<file path="config.mk">
export PLATFORM = sky130hd
export DESIGN_NAME = eth_rx_ctrl
export DESIGN_NICKNAME = d
export VERILOG_FILES = /design/src/rtl/eth_rx_pkg.sv /design/src/rtl/eth_sck_sync.sv /design/src/rtl/eth_rx_ctrl.sv
export SDC_FILE = /design/constraint.sdc
export NUM_CORES = 1
export LEC_CHECK = 0
export CORE_MARGIN = 2
export CORE_UTILIZATION = 57
export DETAILED_ROUTE_END_ITERATION = 8
export HOLD_SLACK_MARGIN = 0.1
export PLACE_DENSITY = 0.77
export SETUP_SLACK_MARGIN = 0.15
export SYNTH_ARGS = -nofsm -noshare
export SYNTH_HDL_FRONTEND = slang
export SYNTH_SLANG_ARGS = --single-unit
</file>
<file path="constraint.sdc">
create_clock -name clk -period 2.6 [get_ports clk]
set_input_delay 0.52 -clock clk [delete_from_list [all_inputs] [get_ports clk]]
set_output_delay 0.52 -clock clk [all_outputs]
set_load 0.02 [all_outputs]
</file>
<file path="src/rtl/eth_rx_pkg.sv">
// Shared types and widths for the Ethernet receive sequencing controller.
package eth_rx_pkg;

  typedef enum logic [1:0] {
    ST_IDLE      = 2'd0,
    ST_ARMED     = 2'd1,
    ST_RECEIVING = 2'd2,
    ST_DONE      = 2'd3
  } rx_state_t;

  localparam int SYNC_STAGES = 2;
  localparam int BIT_CNT_W   = 15;
  localparam int LEN_W       = 12;

endpackage

</file>
<file path="src/rtl/eth_sck_sync.sv">
// Brings the PHY serial clock into the clk domain and flags its rising edges.
// Latency: an sck rising edge is seen as a one-cycle pulse ending on the 3rd clk edge; no backpressure.
module eth_sck_sync
  import eth_rx_pkg::*;
#(
  parameter int STAGES = SYNC_STAGES
) (
  input  logic clk,
  input  logic n_rst,
  input  logic sck_in,
  output logic sck_rise
);

  logic [STAGES-1:0] sync_q;
  logic              edge_q;

  always_ff @(posedge clk or negedge n_rst) begin
    if (!n_rst) begin
      sync_q <= '0;
      edge_q <= 1'b0;
    end else begin
      sync_q <= {sync_q[STAGES-2:0], sck_in};
      edge_q <= sync_q[STAGES-1];
    end
  end

  assign sck_rise = sync_q[STAGES-1] & ~edge_q;

endmodule

</file>
<file path="src/rtl/eth_rx_ctrl.sv">
// Arms the serial receiver for one frame, counts clocked-in bits and hands the buffer back to the CPU.
// Latency: sck edge counted 3 clk after it; ready IDLE_TIMEOUT clk after the last counted edge; waits on ack.
module eth_rx_ctrl
  import eth_rx_pkg::*;
#(
  parameter int IDLE_TIMEOUT = 64,
  parameter int MAX_BYTES    = 2048
) (
  input  logic             clk,
  input  logic             n_rst,
  input  logic             sck_in,
  input  logic             arm,
  input  logic             ack,
  output logic             rx_n_rst,
  output logic             cpu_sel,
  output logic             busy,
  output logic             ready,
  output logic [LEN_W-1:0] len,
  output logic             overflow,
  output logic             bit_err
);

  localparam int                    IDLE_W    = $clog2(IDLE_TIMEOUT);
  localparam logic [IDLE_W-1:0]     IDLE_LAST = IDLE_W'(IDLE_TIMEOUT - 1);
  localparam logic [BIT_CNT_W-1:0]  BIT_MAX   = BIT_CNT_W'(MAX_BYTES * 8);

  rx_state_t             state;
  logic [BIT_CNT_W-1:0]  bit_cnt;
  logic [IDLE_W-1:0]     idle_cnt;
  logic                  sck_rise;

  eth_sck_sync #(.STAGES(SYNC_STAGES)) u_sck_sync (
    .clk      (clk),
    .n_rst    (n_rst),
    .sck_in   (sck_in),
    .sck_rise (sck_rise)
  );

  always_ff @(posedge clk or negedge n_rst) begin
    if (!n_rst) begin
      state    <= ST_IDLE;
      rx_n_rst <= 1'b0;
      cpu_sel  <= 1'b1;
      busy     <= 1'b0;
      ready    <= 1'b0;
      len      <= '0;
      overflow <= 1'b0;
      bit_err  <= 1'b0;
      bit_cnt  <= '0;
      idle_cnt <= '0;
    end else begin
      case (state)
        ST_IDLE: begin
          if (arm) begin
            state    <= ST_ARMED;
            rx_n_rst <= 1'b1;
            cpu_sel  <= 1'b0;
            busy     <= 1'b1;
            len      <= '0;
            overflow <= 1'b0;
            bit_err  <= 1'b0;
            bit_cnt  <= '0;
            idle_cnt <= '0;
          end
        end
        ST_ARMED: begin
          // The edge that starts the frame is also its first bit.
          if (sck_rise) begin
            state    <= ST_RECEIVING;
            bit_cnt  <= BIT_CNT_W'(1);
            idle_cnt <= '0;
          end
        end
        ST_RECEIVING: begin
          if (sck_rise) begin
            idle_cnt <= '0;
            if (bit_cnt == BIT_MAX) overflow <= 1'b1;
            else                    bit_cnt  <= bit_cnt + 1'b1;
          end else if (idle_cnt == IDLE_LAST) begin
            state    <= ST_DONE;
            rx_n_rst <= 1'b0;
            cpu_sel  <= 1'b1;
            busy     <= 1'b0;
            ready    <= 1'b1;
            // Saturated count caps this at MAX_BYTES, which LEN_W can hold.
            len      <= bit_cnt[BIT_CNT_W-1:3];
            bit_err  <= |bit_cnt[2:0];
          end else begin
            idle_cnt <= idle_cnt + 1'b1;
          end
        end
        ST_DONE: begin
          if (ack) begin
            state <= ST_IDLE;
            ready <= 1'b0;
          end
        end
        default: state <= ST_IDLE;
      endcase
    end
  end

endmodule

</file>
==> impl_metrics.yaml, run 1 <==
sta:
  setup_slack_ps: 280
  final.setup_skew_ps: 7.30
  hold_viol: 0
  maxSlewViolCount: 0
  finalCritPeriodShare_pct: 89.2
  max_freq_mhz: 431
  fin_tns_setup_ps: 0
  worst_pin_slew_ps: 958
  setup_violations: 0
  rsz0062_at_grt: "no"
  fin_crit_ps: 2320
  holdWs_ps: 356
  max_slew_margin_pct: 36.1
clock_network:
  cts-root-buf: "clkbuf_8"
  clock_latency_ps: 300
  cts_hold_buf: 0
  clockBufferDepth: 2
  path_clk_slew_ps: 80
  ctsHtreeMaxLevel: 2
  post-cts-setup-buffer-count: 0
  cts_buffers: 5
  cts_resized: 0
  tritoncts: "yes"
  cts.sinks: 43
synthesis:
  synth_edf_count: 0
  synth_area_leaders: "dfrtp_1 45%, a22o_1 5.2%, ha_1 4.8%"
  ys_ff_latch: 43
  synth-main-ff-cell: "dfrtp_1"
  avgSynthCellArea_um2: 10.4
  netlist.top_cell.by_area: "dfrtp_1"
  synth.most_common_cell: "dfrtp_1"
  synthTopCellsByCount: "42 x dfrtp_1, 14 x a22o_1, 13 x nand2_1"
  synth.distinct_cells: 51
  async_reset_ff_share_pct: 100
  synthesis.nets: 238
  ys_warn_count: 0
  synth.top_cell.area_share_pct: 45.0
  seq_area_frac_synth_pct: 46.1
  syn-cell-area_um2: 2340
  synth_cells: 224
run:
  cap_violations: 0
die:
  start_util_pct: 58.8
  die_x_um: 68.0
  core-area_um2: 3970
  ioPinCount: 23
  dieArea_um2: 4630
  die-height_um: 68.0
  rows: 23
worst_setup_path:
  setup.worst_path.class: "reg -> reg"
  crit_fanout: 16
  cpPeakStageDelay_ps: 580
  cp-start-kind: "register"
  r2r_slack_ps: 280
  crit_family: "simple AND/OR/NAND/NOR gates"
  path_cells: "inv_1 -> ha_1 -> buf_4 -> and3b_1 -> and4_1 -> or3_1 -> o31ai_2"
  cp_num_buf_inv: 2
  setup.worst_path.end_class: "register"
  crit_slowest_cell: "or3_1"
  crit_required_ps: 2810
  arrival_ps: 2530
  crit_start: "state[0]"
  r2r_start: "state[0]"
global_route:
  overflow: 0
  grt_pass1_vias: 1751
  grt_use_total_pct: 25.0
  antenna_found_initial: 0
  grt_max_degree: 44
  grt_pass1_wl_mm: 8.64
final_layout:
  finalCoreUtilization_pct: 67.2
  drive_gt1_share_pct: 12.4
  nets: 254
  final_area_um2: 2670
  fin_cells: 291
  diodes: 0
  area_growth_pct: 14.3
drt:
  routed_wl_mm: 5.10
  vias: 1848
  ant_nets: 0
  wl_per_cell_um: 17.5
  first_iter_violations: 186
  drt_first_pass_iters: 4
  drcViolationCount: 0
  vias_per_cell: 6.35
power_and_ir_drop:
  p_sw_share_pct: 38.4
  clock_power_share_pct: 25.6
  p_int_mw: 1.31
  peakVddDrop_uv: 468
  total_power_mw: 2.13
  power_switching_uw: 816
  p_comb_share_pct: 39.0
  powerDensity_nw_per_um2: 797
  seq_power_share_pct: 35.4
  leakage_nw: 1.19
placement:
  pre_cts_slack_ps: 277
  place_area_um2: 2550
  portBuffers: 22
  placed_cells: 283
  place_hpwl_mm: 3.44
  globalplace.congestion: 0.838
min_path:
  hp-class: "in -> async"
outcome:
  status: "finished clean"
-- layout make-up --
| class | instances | area [um2] |
|---|---|---|
| clock inverter | 2 | 35.0 |
| tap | 50 | 62.6 |
| multi-input combinational | 152 | 1110 |
| clock buffer | 6 | 82.6 |
| timing repair buffer | 28 | 260 |
| sequential | 43 | 1080 |
| fill | 308 | 1300 |
| inverter | 10 | 37.5 |
-- placed cells by master, fill, tap and decap left out, types with 2 or more instances in the layout --
cell / Yosys / routed
and2_1: 2 / 2
clkbuf_8: 0 / 6
a21oi_1: 4 / 4
a41oi_1: 3 / 3
nand2_1: 13 / 13
or3_1: 2 / 2
nor3_1: 3 / 3
nand3_1: 11 / 11
dfrtp_1: 42 / 42
inv_1: 10 / 10
o22ai_1: 2 / 2
a31oi_1: 4 / 4
a21boi_0: 2 / 2
nor2_1: 6 / 6
or2_2: 2 / 2
o41ai_1: 2 / 2
nor2b_1: 2 / 2
o31ai_2: 6 / 6
and3_1: 4 / 4
a22o_1: 14 / 14
o2bb2ai_1: 3 / 3
mux2i_1: 2 / 2
nand4_1: 4 / 4
mux2_2: 2 / 2
o211ai_1: 5 / 5
buf_4: 1 / 6
o31ai_1: 11 / 11
clkdlybuf4s50_1: 0 / 21
nor4_1: 2 / 2
o21ai_0: 6 / 6
ha_1: 9 / 9
nand2b_1: 7 / 7
and4_1: 4 / 4
-- path summary, 6_finish.rpt --
path,cells after the start,endpoint
setup / recovery,7,bit_cnt[13]
hold / removal,1,u_sck_sync.sync_q[1]
setup reg to reg,7,bit_cnt[13]
hold reg to reg,0,u_sck_sync.sync_q[1]
max in group asynchronous,1,bit_cnt[0]
min in group clk,0,u_sck_sync.sync_q[1]
-- per-layer routing --
metal  vias up  track usage [%]  wire (um)
li1        873                -          -
met1       917             36.7       2430
met2        50             37.1       2380
met3         8             5.26        224
met4         0             7.50         73
met5         -                0          0
-- state kept, by name (all words and copies together) (netlist names) --
signal             cells
bit_cnt               15
len                   12
idle_cnt               6
state                  2
u_sck_sync.sync_q      2
bit_err                1
busy                   1
cpu_sel                1
overflow               1
ready                  1
u_sck_sync.edge_q      1
-- power by group through the flow --
stage          Clock [mW]  Combinational [mW]  Sequential (mW)
5_1_grt             0.581               0.929            0.758
3_3_place_gp            0               0.779            0.760
3_5_place_dp            0               0.804            0.765
4_1_cts             0.546               0.827            0.751
6_report            0.546               0.830            0.752
2_1_floorplan           0               0.610            0.753
-- cell families (layout without fill, tap and decap cells) --
group | after synthesis | after routing | share of synthesized area (%)
flip-flops | 43 | 43 | 46.1
AO/OA/AOI/OAI | 71 | 71 | 24.5
multiplexers | 4 | 4 | 1.82
AND/OR/NAND/NOR | 68 | 68 | 16.5
adder cells (fa/ha/maj) | 9 | 9 | 4.82
buffers and inverters | 29 | 46 | 6.16
No activity file was read; power rests on OpenSTA's default activity.
==> inputs of run 2 (changes only) <==
Settings changed: SLEW_MARGIN from default to 0.
==> results of run 2 <==
The final DEF is identical to that of run 1; final timing and power are the same.
==> inputs of run 3 (changes only) <==
Settings changed: CORE_MARGIN 2 to default.
==> impl_metrics.yaml, run 3 (synthesis gave the netlist of run 1 again) <==
outcome:
  status: "finished clean"
sta:
  finalCritPeriodShare_pct: 88.5
  maxSlewViolCount: 0
  fin_tns_setup_ps: 0
  fin_crit_ps: 2300
  final.setup_skew_ps: 5.57
  hold_viol: 0
  holdWs_ps: 354
  max_slew_margin_pct: 30.1
  setup_violations: 0
  rsz0062_at_grt: "no"
  worst_pin_slew_ps: 1040
  max_freq_mhz: 434
power_and_ir_drop:
  p_sw_share_pct: 41.2
  p_comb_share_pct: 40.6
  clock_power_share_pct: 21.9
  power_switching_uw: 828
  total_power_mw: 2.01
  seq_power_share_pct: 37.5
  p_int_mw: 1.18
  peakVddDrop_uv: 382
  powerDensity_nw_per_um2: 758
  leakage_nw: 1.17
placement:
  globalplace.congestion: 0.847
  portBuffers: 22
  place_hpwl_mm: 3.50
clock_network:
  cts-root-buf: "clkbuf_8"
  ctsHtreeMaxLevel: 2
  clockBufferDepth: 2
  cts_buffers: 5
  tritoncts: "yes"
  cts.sinks: 43
  path_clk_slew_ps: 80
  clock_latency_ps: 300
die:
  rows: 22
  die-height_um: 66.0
  core-area_um2: 3800
  ioPinCount: 23
  start_util_pct: 61.5
  dieArea_um2: 4360
  die_x_um: 66.0
final_layout:
  finalCoreUtilization_pct: 69.8
  largestRegisters: "bit_cnt x15, len x12, idle_cnt x6"
  final_cell_mix: "42 x dfrtp_1, 21 x clkdlybuf4s50_1, 14 x a22o_1, 13 x nand2_1"
  largest_reg_flops: 15
  nets: 253
  largest_register: "bit_cnt"
  fillers: 281
  diodes: 0
  drive_gt1_share_pct: 12.5
  area_growth_pct: 13.5
  final_common_cell: "dfrtp_1"
drt:
  wl_per_cell_um: 17.3
  routed_wl_mm: 4.99
  first_iter_violations: 174
  drt_first_pass_iters: 4
  vias: 1859
  drcViolationCount: 0
  ant_nets: 0
  vias_per_cell: 6.45
global_route:
  grt_pass1_vias: 1702
  grt_use_total_pct: 25.9
  grt_pass1_wl_mm: 8.40
  grt_max_degree: 44
  overflow: 0
  antenna_found_initial: 0
worst_setup_path:
  crit_slowest_cell: "or4_1"
  crit_fanout: 12
  cp-start-kind: "register"
  cpPeakStageDelay_ps: 710
  crit_required_ps: 2790
  setup.worst_path.class: "reg -> reg"
  reg2reg_to: "idle_cnt[1]"
  r2r_start: "state[0]"
  worst_path_most_repeated_cell: "inv_1"
  r2r_slack_ps: 300
  setup.worst_path.end_class: "register"
  r2r_cells: 6
  path_cells: "inv_1 -> ha_2 -> inv_1 -> or4_1 -> nand2_1 -> mux2_2"
  arrival_ps: 2490
run:
  cap_violations: 0
min_path:
  hp-class: "in -> async"
run 3: cell types whose count changed in the layout (fill, tap and decap cells not counted), sizes merged:
| cell | change |
|---|---|
| clkbuf | -1 |
| clkinvlp | +1 |
| buf | -1 |
| clkinv | +1 |
| bufinv | -1 |
run 3: worst max-delay path by stage:
stage,from,end,slack (ps),depth (start not counted)
final,state[0],idle_cnt[1],300,6
after global routing,state[0],idle_cnt[1],190,6
after CTS,state[0],len[0],250,6
after detailed placement,state[0],len[0],150,6
after global placement,arm,bit_cnt[12],300,5
after floorplan,state[0],bit_cnt[12],570,9
run 3: worst max-delay path, delay by kind of cell, from the launching register on:
kind          cells  cell delay [ps]
flops             1              430
fa+ha+maj         1              340
simple gates      2              840
mux               1              330
buf+inv           2              250
run 3: what timing repair did:
| item | in CTS | in global routing |
|---|---|---|
| setup buffers | 0 | 1 |
| resized for setup | 1 | 0 |
| pin swaps | 0 | 1 |
| hold buffers | 0 | 0 |
| setup endpoints to repair | 6 | 14 |
run 3: area by class of cell:
cell class	instances	area (um2)	share of cell area, %
well taps	48	60.1	2.27
multi-input cells	152	1120	42.1
inverters	10	37.5	1.42
repair buffers	27	265	10.0
clock buffers	5	68.8	2.60
flip-flops and latches	43	1080	40.6
clock inverters	3	25.0	0.944
run 3: power groups by stage:
stage	combinational, mW	clock (mW)	sequential, mW
6_report	0.817	0.441	0.754
5_1_grt	0.918	0.474	0.758
3_5_place_dp	0.797	0	0.765
4_1_cts	0.809	0.443	0.752
3_3_place_gp	0.755	0	0.760
2_1_floorplan	0.610	0	0.753
run 3: layer usage:
metal / wire length (um) / track usage [%] / vias to the layer above
met5: 0 / 0 / -
met4: 48 / 8.51 / 0
met3: 302 / 4.66 / 4
met2: 2300 / 39.2 / 66
met1: 2350 / 37.5 / 914
li1: - / - / 875
run 3: stage by stage:
| stage | setup WS, ps | cell area [um2] | cells |
|---|---|---|---|
| floorplan | 569 | 2340 | 224 |
| global placement | 297 | 2530 | 279 |
| detailed placement | 152 | 2530 | 279 |
| CTS | 249 | 2630 | 287 |
| global route | 190 | 2650 | 288 |
| finish | 298 | 2650 | 288 |
